**config.mk**
```make
export PLATFORM = sky130hd
export DESIGN_NAME = ahb_master_if
export DESIGN_NICKNAME = d
export VERILOG_FILES = /design/src/rtl/ahb_pkg.sv /design/src/rtl/ahb_master_if.sv
export SDC_FILE = /design/constraint.sdc
export NUM_CORES = 1
export LEC_CHECK = 0
export ABC_AREA = 1
export CORE_MARGIN = 3
export CORE_UTILIZATION = 40
export CTS_CLUSTER_DIAMETER = 120
export DETAILED_ROUTE_END_ITERATION = 6
export PLACE_DENSITY = 0.79
export SLEW_MARGIN = 40
export SYNTH_ARGS = -nofsm -noshare
export SYNTH_HDL_FRONTEND = slang
export SYNTH_SLANG_ARGS = --single-unit
```
**constraint.sdc**
```tcl
create_clock -name clk -period 2.72 [get_ports clk]
set_clock_uncertainty 0.1 [all_clocks]
set_input_delay 0.816 -clock clk [delete_from_list [all_inputs] [get_ports clk]]
set_output_delay 0.816 -clock clk [all_outputs]
set_load 0.02 [all_outputs]
```
**src/rtl/ahb_pkg.sv**
```systemverilog
`default_nettype none
// ============================================================================
// Module   : ahb_pkg
// Desc     : AHB-Lite encodings and FSM state type for ahb_master_if
// Revision : 1.0 - initial release
// ============================================================================
package ahb_pkg;

    localparam logic [1:0] c_HTRANS_IDLE   = 2'b00;
    localparam logic [1:0] c_HTRANS_NONSEQ = 2'b10;

    localparam logic [2:0] c_HSIZE_BYTE = 3'b000;
    localparam logic [2:0] c_HSIZE_HALF = 3'b001;
    localparam logic [2:0] c_HSIZE_WORD = 3'b010;

    localparam logic [2:0] c_HBURST_SINGLE = 3'b000;

    typedef enum logic [1:0] {
        ST_IDLE = 2'b00,
        ST_ADDR = 2'b01,
        ST_DATA = 2'b10,
        ST_RESP = 2'b11
    } state_t;

endpackage
`default_nettype wire

```
**src/rtl/ahb_master_if.sv**
```systemverilog
`default_nettype none
// ============================================================================
// Module   : ahb_master_if
// Desc     : Single-transfer AHB-Lite master driven by core read/write pulses
// Revision : 1.0 - initial release
// ============================================================================
module ahb_master_if
    import ahb_pkg::*;
#(
    parameter int unsigned TIMEOUT_CYCLES = 255,
    parameter logic [3:0]  HPROT_VAL      = 4'b0011
) (
    input  logic        clk,
    input  logic        rst_n,
    input  logic        ahb_rd_en,
    input  logic        ahb_wr_en,
    input  logic [31:0] ahb_addr,
    input  logic [31:0] ahb_wr_data,
    input  logic [1:0]  ahb_size,
    output logic [31:0] ahb_rd_data,
    output logic        ahb_rd_vld,
    output logic        ahb_busy,
    output logic        bus_err,
    output logic [31:0] HADDR,
    output logic [1:0]  HTRANS,
    output logic        HWRITE,
    output logic [2:0]  HSIZE,
    output logic [2:0]  HBURST,
    output logic [3:0]  HPROT,
    output logic [31:0] HWDATA,
    input  logic [31:0] HRDATA,
    input  logic        HREADY,
    input  logic        HRESP
);

    localparam int unsigned         c_CNT_W   = $clog2(TIMEOUT_CYCLES + 1);
    localparam logic [c_CNT_W-1:0]  c_CNT_MAX = c_CNT_W'(TIMEOUT_CYCLES);

    state_t              r_state;
    state_t              w_state_next;
    logic [c_CNT_W-1:0]  r_cnt;
    logic [c_CNT_W-1:0]  w_cnt_next;
    logic [c_CNT_W-1:0]  w_cnt_inc;

    logic [1:0]  r_htrans;
    logic [31:0] r_haddr;
    logic        r_hwrite;
    logic [2:0]  r_hsize;
    logic [31:0] r_hwdata;
    logic [31:0] r_wdata;
    logic [31:0] r_rd_data;
    logic        r_rd_vld;
    logic        r_busy;
    logic        r_err;

    logic        w_req;
    logic        w_illegal;
    logic        w_launch;
    logic        w_to_data;
    logic        w_err_pulse;
    logic        w_rd_pulse;
    logic        w_rd_ok;
    logic [31:0] w_hwdata_rep;

    assign w_req     = ahb_rd_en | ahb_wr_en;
    assign w_cnt_inc = (r_cnt == c_CNT_MAX) ? r_cnt : r_cnt + 1'b1;

    always_comb begin
        w_illegal = 1'b1;
        case ({1'b0, ahb_size})
            c_HSIZE_BYTE: w_illegal = 1'b0;
            c_HSIZE_HALF: w_illegal = ahb_addr[0];
            c_HSIZE_WORD: w_illegal = (ahb_addr[1:0] != 2'b00);
            default:      w_illegal = 1'b1;
        endcase
    end

    // Byte and halfword writes are mirrored onto every lane the slave may pick.
    always_comb begin
        w_hwdata_rep = r_wdata;
        case (r_hsize)
            c_HSIZE_BYTE: w_hwdata_rep = {4{r_wdata[7:0]}};
            c_HSIZE_HALF: w_hwdata_rep = {2{r_wdata[15:0]}};
            default:      w_hwdata_rep = r_wdata;
        endcase
    end

    always_comb begin
        w_state_next = r_state;
        w_cnt_next   = r_cnt;
        w_launch     = 1'b0;
        w_to_data    = 1'b0;
        w_err_pulse  = 1'b0;
        w_rd_pulse   = 1'b0;
        w_rd_ok      = 1'b0;
        case (r_state)
            ST_IDLE: begin
                if (w_req) begin
                    if (w_illegal) begin
                        w_state_next = ST_RESP;
                        w_err_pulse  = 1'b1;
                        w_rd_pulse   = ~ahb_wr_en;
                    end else begin
                        w_state_next = ST_ADDR;
                        w_launch     = 1'b1;
                    end
                end
            end
            ST_ADDR: begin
                w_cnt_next = '0;
                if (HREADY) begin
                    w_state_next = ST_DATA;
                    w_to_data    = 1'b1;
                end
            end
            ST_DATA: begin
                if (HREADY) begin
                    w_cnt_next = '0;
                    if (HRESP) begin
                        w_state_next = ST_RESP;
                        w_err_pulse  = 1'b1;
                        w_rd_pulse   = ~r_hwrite;
                    end else if (r_hwrite) begin
                        w_state_next = ST_IDLE;
                    end else begin
                        w_state_next = ST_RESP;
                        w_rd_pulse   = 1'b1;
                        w_rd_ok      = 1'b1;
                    end
                end else if (w_cnt_inc == c_CNT_MAX) begin
                    // A stalled slave is abandoned rather than hanging the core.
                    w_cnt_next   = '0;
                    w_state_next = ST_RESP;
                    w_err_pulse  = 1'b1;
                    w_rd_pulse   = ~r_hwrite;
                end else begin
                    w_cnt_next = w_cnt_inc;
                end
            end
            ST_RESP: w_state_next = ST_IDLE;
            default: w_state_next = ST_IDLE;
        endcase
    end

    always_ff @(posedge clk or negedge rst_n) begin
        if (!rst_n) begin
            r_state <= ST_IDLE;
            r_cnt   <= '0;
        end else begin
            r_state <= w_state_next;
            r_cnt   <= w_cnt_next;
        end
    end

    always_ff @(posedge clk or negedge rst_n) begin
        if (!rst_n) begin
            r_htrans  <= c_HTRANS_IDLE;
            r_haddr   <= '0;
            r_hwrite  <= 1'b0;
            r_hsize   <= '0;
            r_hwdata  <= '0;
            r_wdata   <= '0;
            r_rd_data <= '0;
            r_rd_vld  <= 1'b0;
            r_busy    <= 1'b0;
            r_err     <= 1'b0;
        end else begin
            r_rd_vld <= w_rd_pulse;
            r_err    <= w_err_pulse;
            r_busy   <= (w_state_next != ST_IDLE);
            if (w_rd_pulse) begin
                r_rd_data <= w_rd_ok ? HRDATA : 32'h0;
            end
            if (w_launch) begin
                r_htrans <= c_HTRANS_NONSEQ;
                r_haddr  <= ahb_addr;
                r_hwrite <= ahb_wr_en;
                r_hsize  <= {1'b0, ahb_size};
                r_wdata  <= ahb_wr_data;
            end
            if (w_to_data) begin
                r_htrans <= c_HTRANS_IDLE;
                r_hwdata <= w_hwdata_rep;
            end
        end
    end

    assign ahb_rd_data = r_rd_data;
    assign ahb_rd_vld  = r_rd_vld;
    assign ahb_busy    = r_busy;
    assign bus_err     = r_err;
    assign HADDR       = r_haddr;
    assign HTRANS      = r_htrans;
    assign HWRITE      = r_hwrite;
    assign HSIZE       = r_hsize;
    assign HBURST      = c_HBURST_SINGLE;
    assign HPROT       = HPROT_VAL;
    assign HWDATA      = r_hwdata;

endmodule
`default_nettype wire

```
==> impl_metrics.tcl <==
set metrics [dict create \
    nets 932 \
    period_share_pct 90.0 \
    wirelength_mm 15.8 \
    die-area_um2 17000 \
    cts_setup_buffers 0 \
    cp_max_fo 5 \
    crit_path_top_delay_cell "clkdlybuf4s50_1" \
    yosys_register_bits 145 \
    grtUsageTotal_pct 18.9 \
    overflow 0 \
    maxCapViolCount 0 \
    cts_hold_buf 0 \
    finalSetupViolCount 0 \
    synthCells 615 \
    status "completed" \
    power.leakage_nw 4.13 \
    via_count 5049 \
    worst_hold_path_type "primary input to async pin" \
    ys_top_cells_by_area "dfrtp_1 58%, mux2_2 9.8%, nand2_1 9.1%" \
    detail-route-antenna-nets 0 \
    ys_async_sr_fraction_pct 100 \
    cp.arrival_ns 1.53 \
    netlist.area_leader.share_pct 58.5 \
    clkSlewWorstSetupHoldPaths_ns 0.06 \
    cts_num_sinks 145 \
    end_kind "output pin" \
    place_hpwl_mm 11.5 \
    rows 44 \
    synth_area_per_cell_um2 10.1 \
    syn_to_final_growth_pct 46.6 \
    vdd_drop_max_uv 628 \
    cp_cell_sequence "clkdlybuf4s50_1" \
    drv_slew 0 \
    start_util_pct 41.7 \
    p_int_mw 6.88 \
    synth_edf_count 0 \
    utilization_pct 61.2 \
    clk_latency_ns 0.41 \
    antenna_found_initial 0 \
    clkPwrFrac_pct 20.6 \
    ys_seq_area_share_pct 58.5 \
    path_class "register to output pin" \
    vias_per_cell 4.95 \
    die_h_um 131 \
    p_sw_share_pct 37.5 \
    cts_resized 0 \
    final_common_cell "clkdlybuf4s50_1" \
    fin_setup_tns_ns 0 \
    crit_family "buffers and inverters" \
    antenna_cells 0 \
    relSlewSlack_pct 60.4 \
    fin_area_um2 9090 \
    dieWidth_um 131 \
    drcViolationCount 0 \
    hold_violations 0 \
    drt_iter0_drc 262 \
    seq_area_um2 3630 \
    crit_buf_inv 1 \
    drt-wirelength-per-cell_um 15.5 \
    combPwrFrac_pct 44.6 \
    core_area_um2 14900 \
    seq_power_share_pct 34.7 \
    tightest_slew_ns 0.594 \
    cts_root_buffer "clkbuf_16" \
    synth_area_um2 6200 \
    drive_gt1_share_pct 14.5 \
    cts_tree "yes" \
    io_pins 216 \
    grt_start_max_net_pins 56 \
    cts_buffers 17 \
    place_area_um2 8520 \
    yosys.cell_types.count 26 \
    gp_congestion 0.828 \
    start_kind "register" \
    most-common-layout-cells "205 x clkdlybuf4s50_1, 150 x nand2_1, 145 x dfrtp_1" \
    ys.flop_type "dfrtp_1" \
    switching_power_mw 4.12 \
    drt_pass1_iterations 4 \
    cp.required_ns 1.80 \
    rsz0062_at_grt "no" \
    yosys.area.top_type "dfrtp_1" \
    fin_crit_ns 2.45 \
    grt_pass1_wl_mm 25.2 \
    first_global_vias 5045 \
    portBuffers 206 \
    fillerInstances 1260 \
    slowest_delay_ns 0.67 \
    ys_warn_count 0 \
    multi_input_area_um2 2270 \
    powerDensity_nw_per_um2 1210 \
    h-tree-depth 4 \
    cts.path.max_buffers 2 \
    max_freq_mhz 409 \
]
## per-layer routing
metal / GRT usage [%] / up-vias / share of wire (%)
met5: 0 / - / 0
met4: 7.38 / 0 / 2.2
met3: 6.63 / 26 / 7.6
li1: - / 2427 / -
met2: 31.1 / 168 / 49
met1: 22.9 / 2428 / 41
## area by class of cell
type                    count  area share, %
flip-flops and latches    145           39.9
clock inverters            12           1.32
repair buffers            220           24.8
clock buffers              20           5.02
multi-input cells         404           24.9
well taps                 184           2.53
inverters                  36           1.49
## worst paths after layout
path,start,endpoint,slack [ns],cells past startpoint
min in group clk,HWDATA[7],HWDATA[7],0.39,2
hold / removal,rst_n,ahb_rd_data[27],0.10,1
setup reg to reg,r_cnt[0],ahb_rd_data[21],0.51,12
hold reg to reg,HWDATA[7],HWDATA[7],0.39,2
max in group asynchronous,rst_n,HADDR[29],1.61,2
setup / recovery,HWRITE,HWRITE,0.27,1
## power groups by stage
stage	Sequential [mW]	Combinational [mW]	Clock (mW)
floorplan	4.69	1.71	0
global placement	3.81	4.86	0
detailed placement	3.85	4.95	0
CTS	3.82	4.97	2.32
global route	3.95	5.34	2.41
finish	3.82	4.91	2.27
## cell usage after synthesis, types with 2 or more instances
master    number
buf_1          3
nand3_2       11
conb_1         2
nand3_1       41
clkbuf_1      12
o21ai_0       26
ha_1           4
a21oi_1       26
buf_6          4
a31oi_1       17
o22ai_1        6
nor2_1        46
nand2_1      151
buf_2          9
dfrtp_1      145
nor2_2         2
inv_1         35
nand4_1        3
nand2_4        2
buf_4          9
nand2_2        3
mux2_2        54
## flip-flops by register name (all words and copies together) (netlist names)
signal and flops:
HADDR 32, HSIZE 2, HTRANS 1, HWDATA 32, HWRITE 1, ahb_busy 1, ahb_rd_data 32, ahb_rd_vld 1
bus_err 1, r_cnt 8, r_state 2, r_wdata 32
## logic make-up after synthesis
logic type | Yosys count | synth area share (%)
AO/OA/AOI/OAI | 76 | 6.64
XOR/XNOR | 1 | 0.141
adder cells (fa/ha/maj) | 4 | 0.807
buffers and inverters | 73 | 5.63
flip-flops | 145 | 58.5
multiplexers | 54 | 9.80
other | 2 | 0.121
AND/OR/NAND/NOR | 260 | 18.4
## stage by stage
stage	power [mW]	hold slack [ns]	setup WS (ns)	std cells
finish	11.0	0.104	0.272	1021
global route	11.7	0.0906	0.209	1021
CTS	11.1	0.0848	0.232	1021
detailed placement	8.80	0.378	0.122	989
global placement	8.67	0.368	0.145	989
floorplan	6.40	0.380	0.695	622
Note: power is estimated with default switching activity, not from simulation.
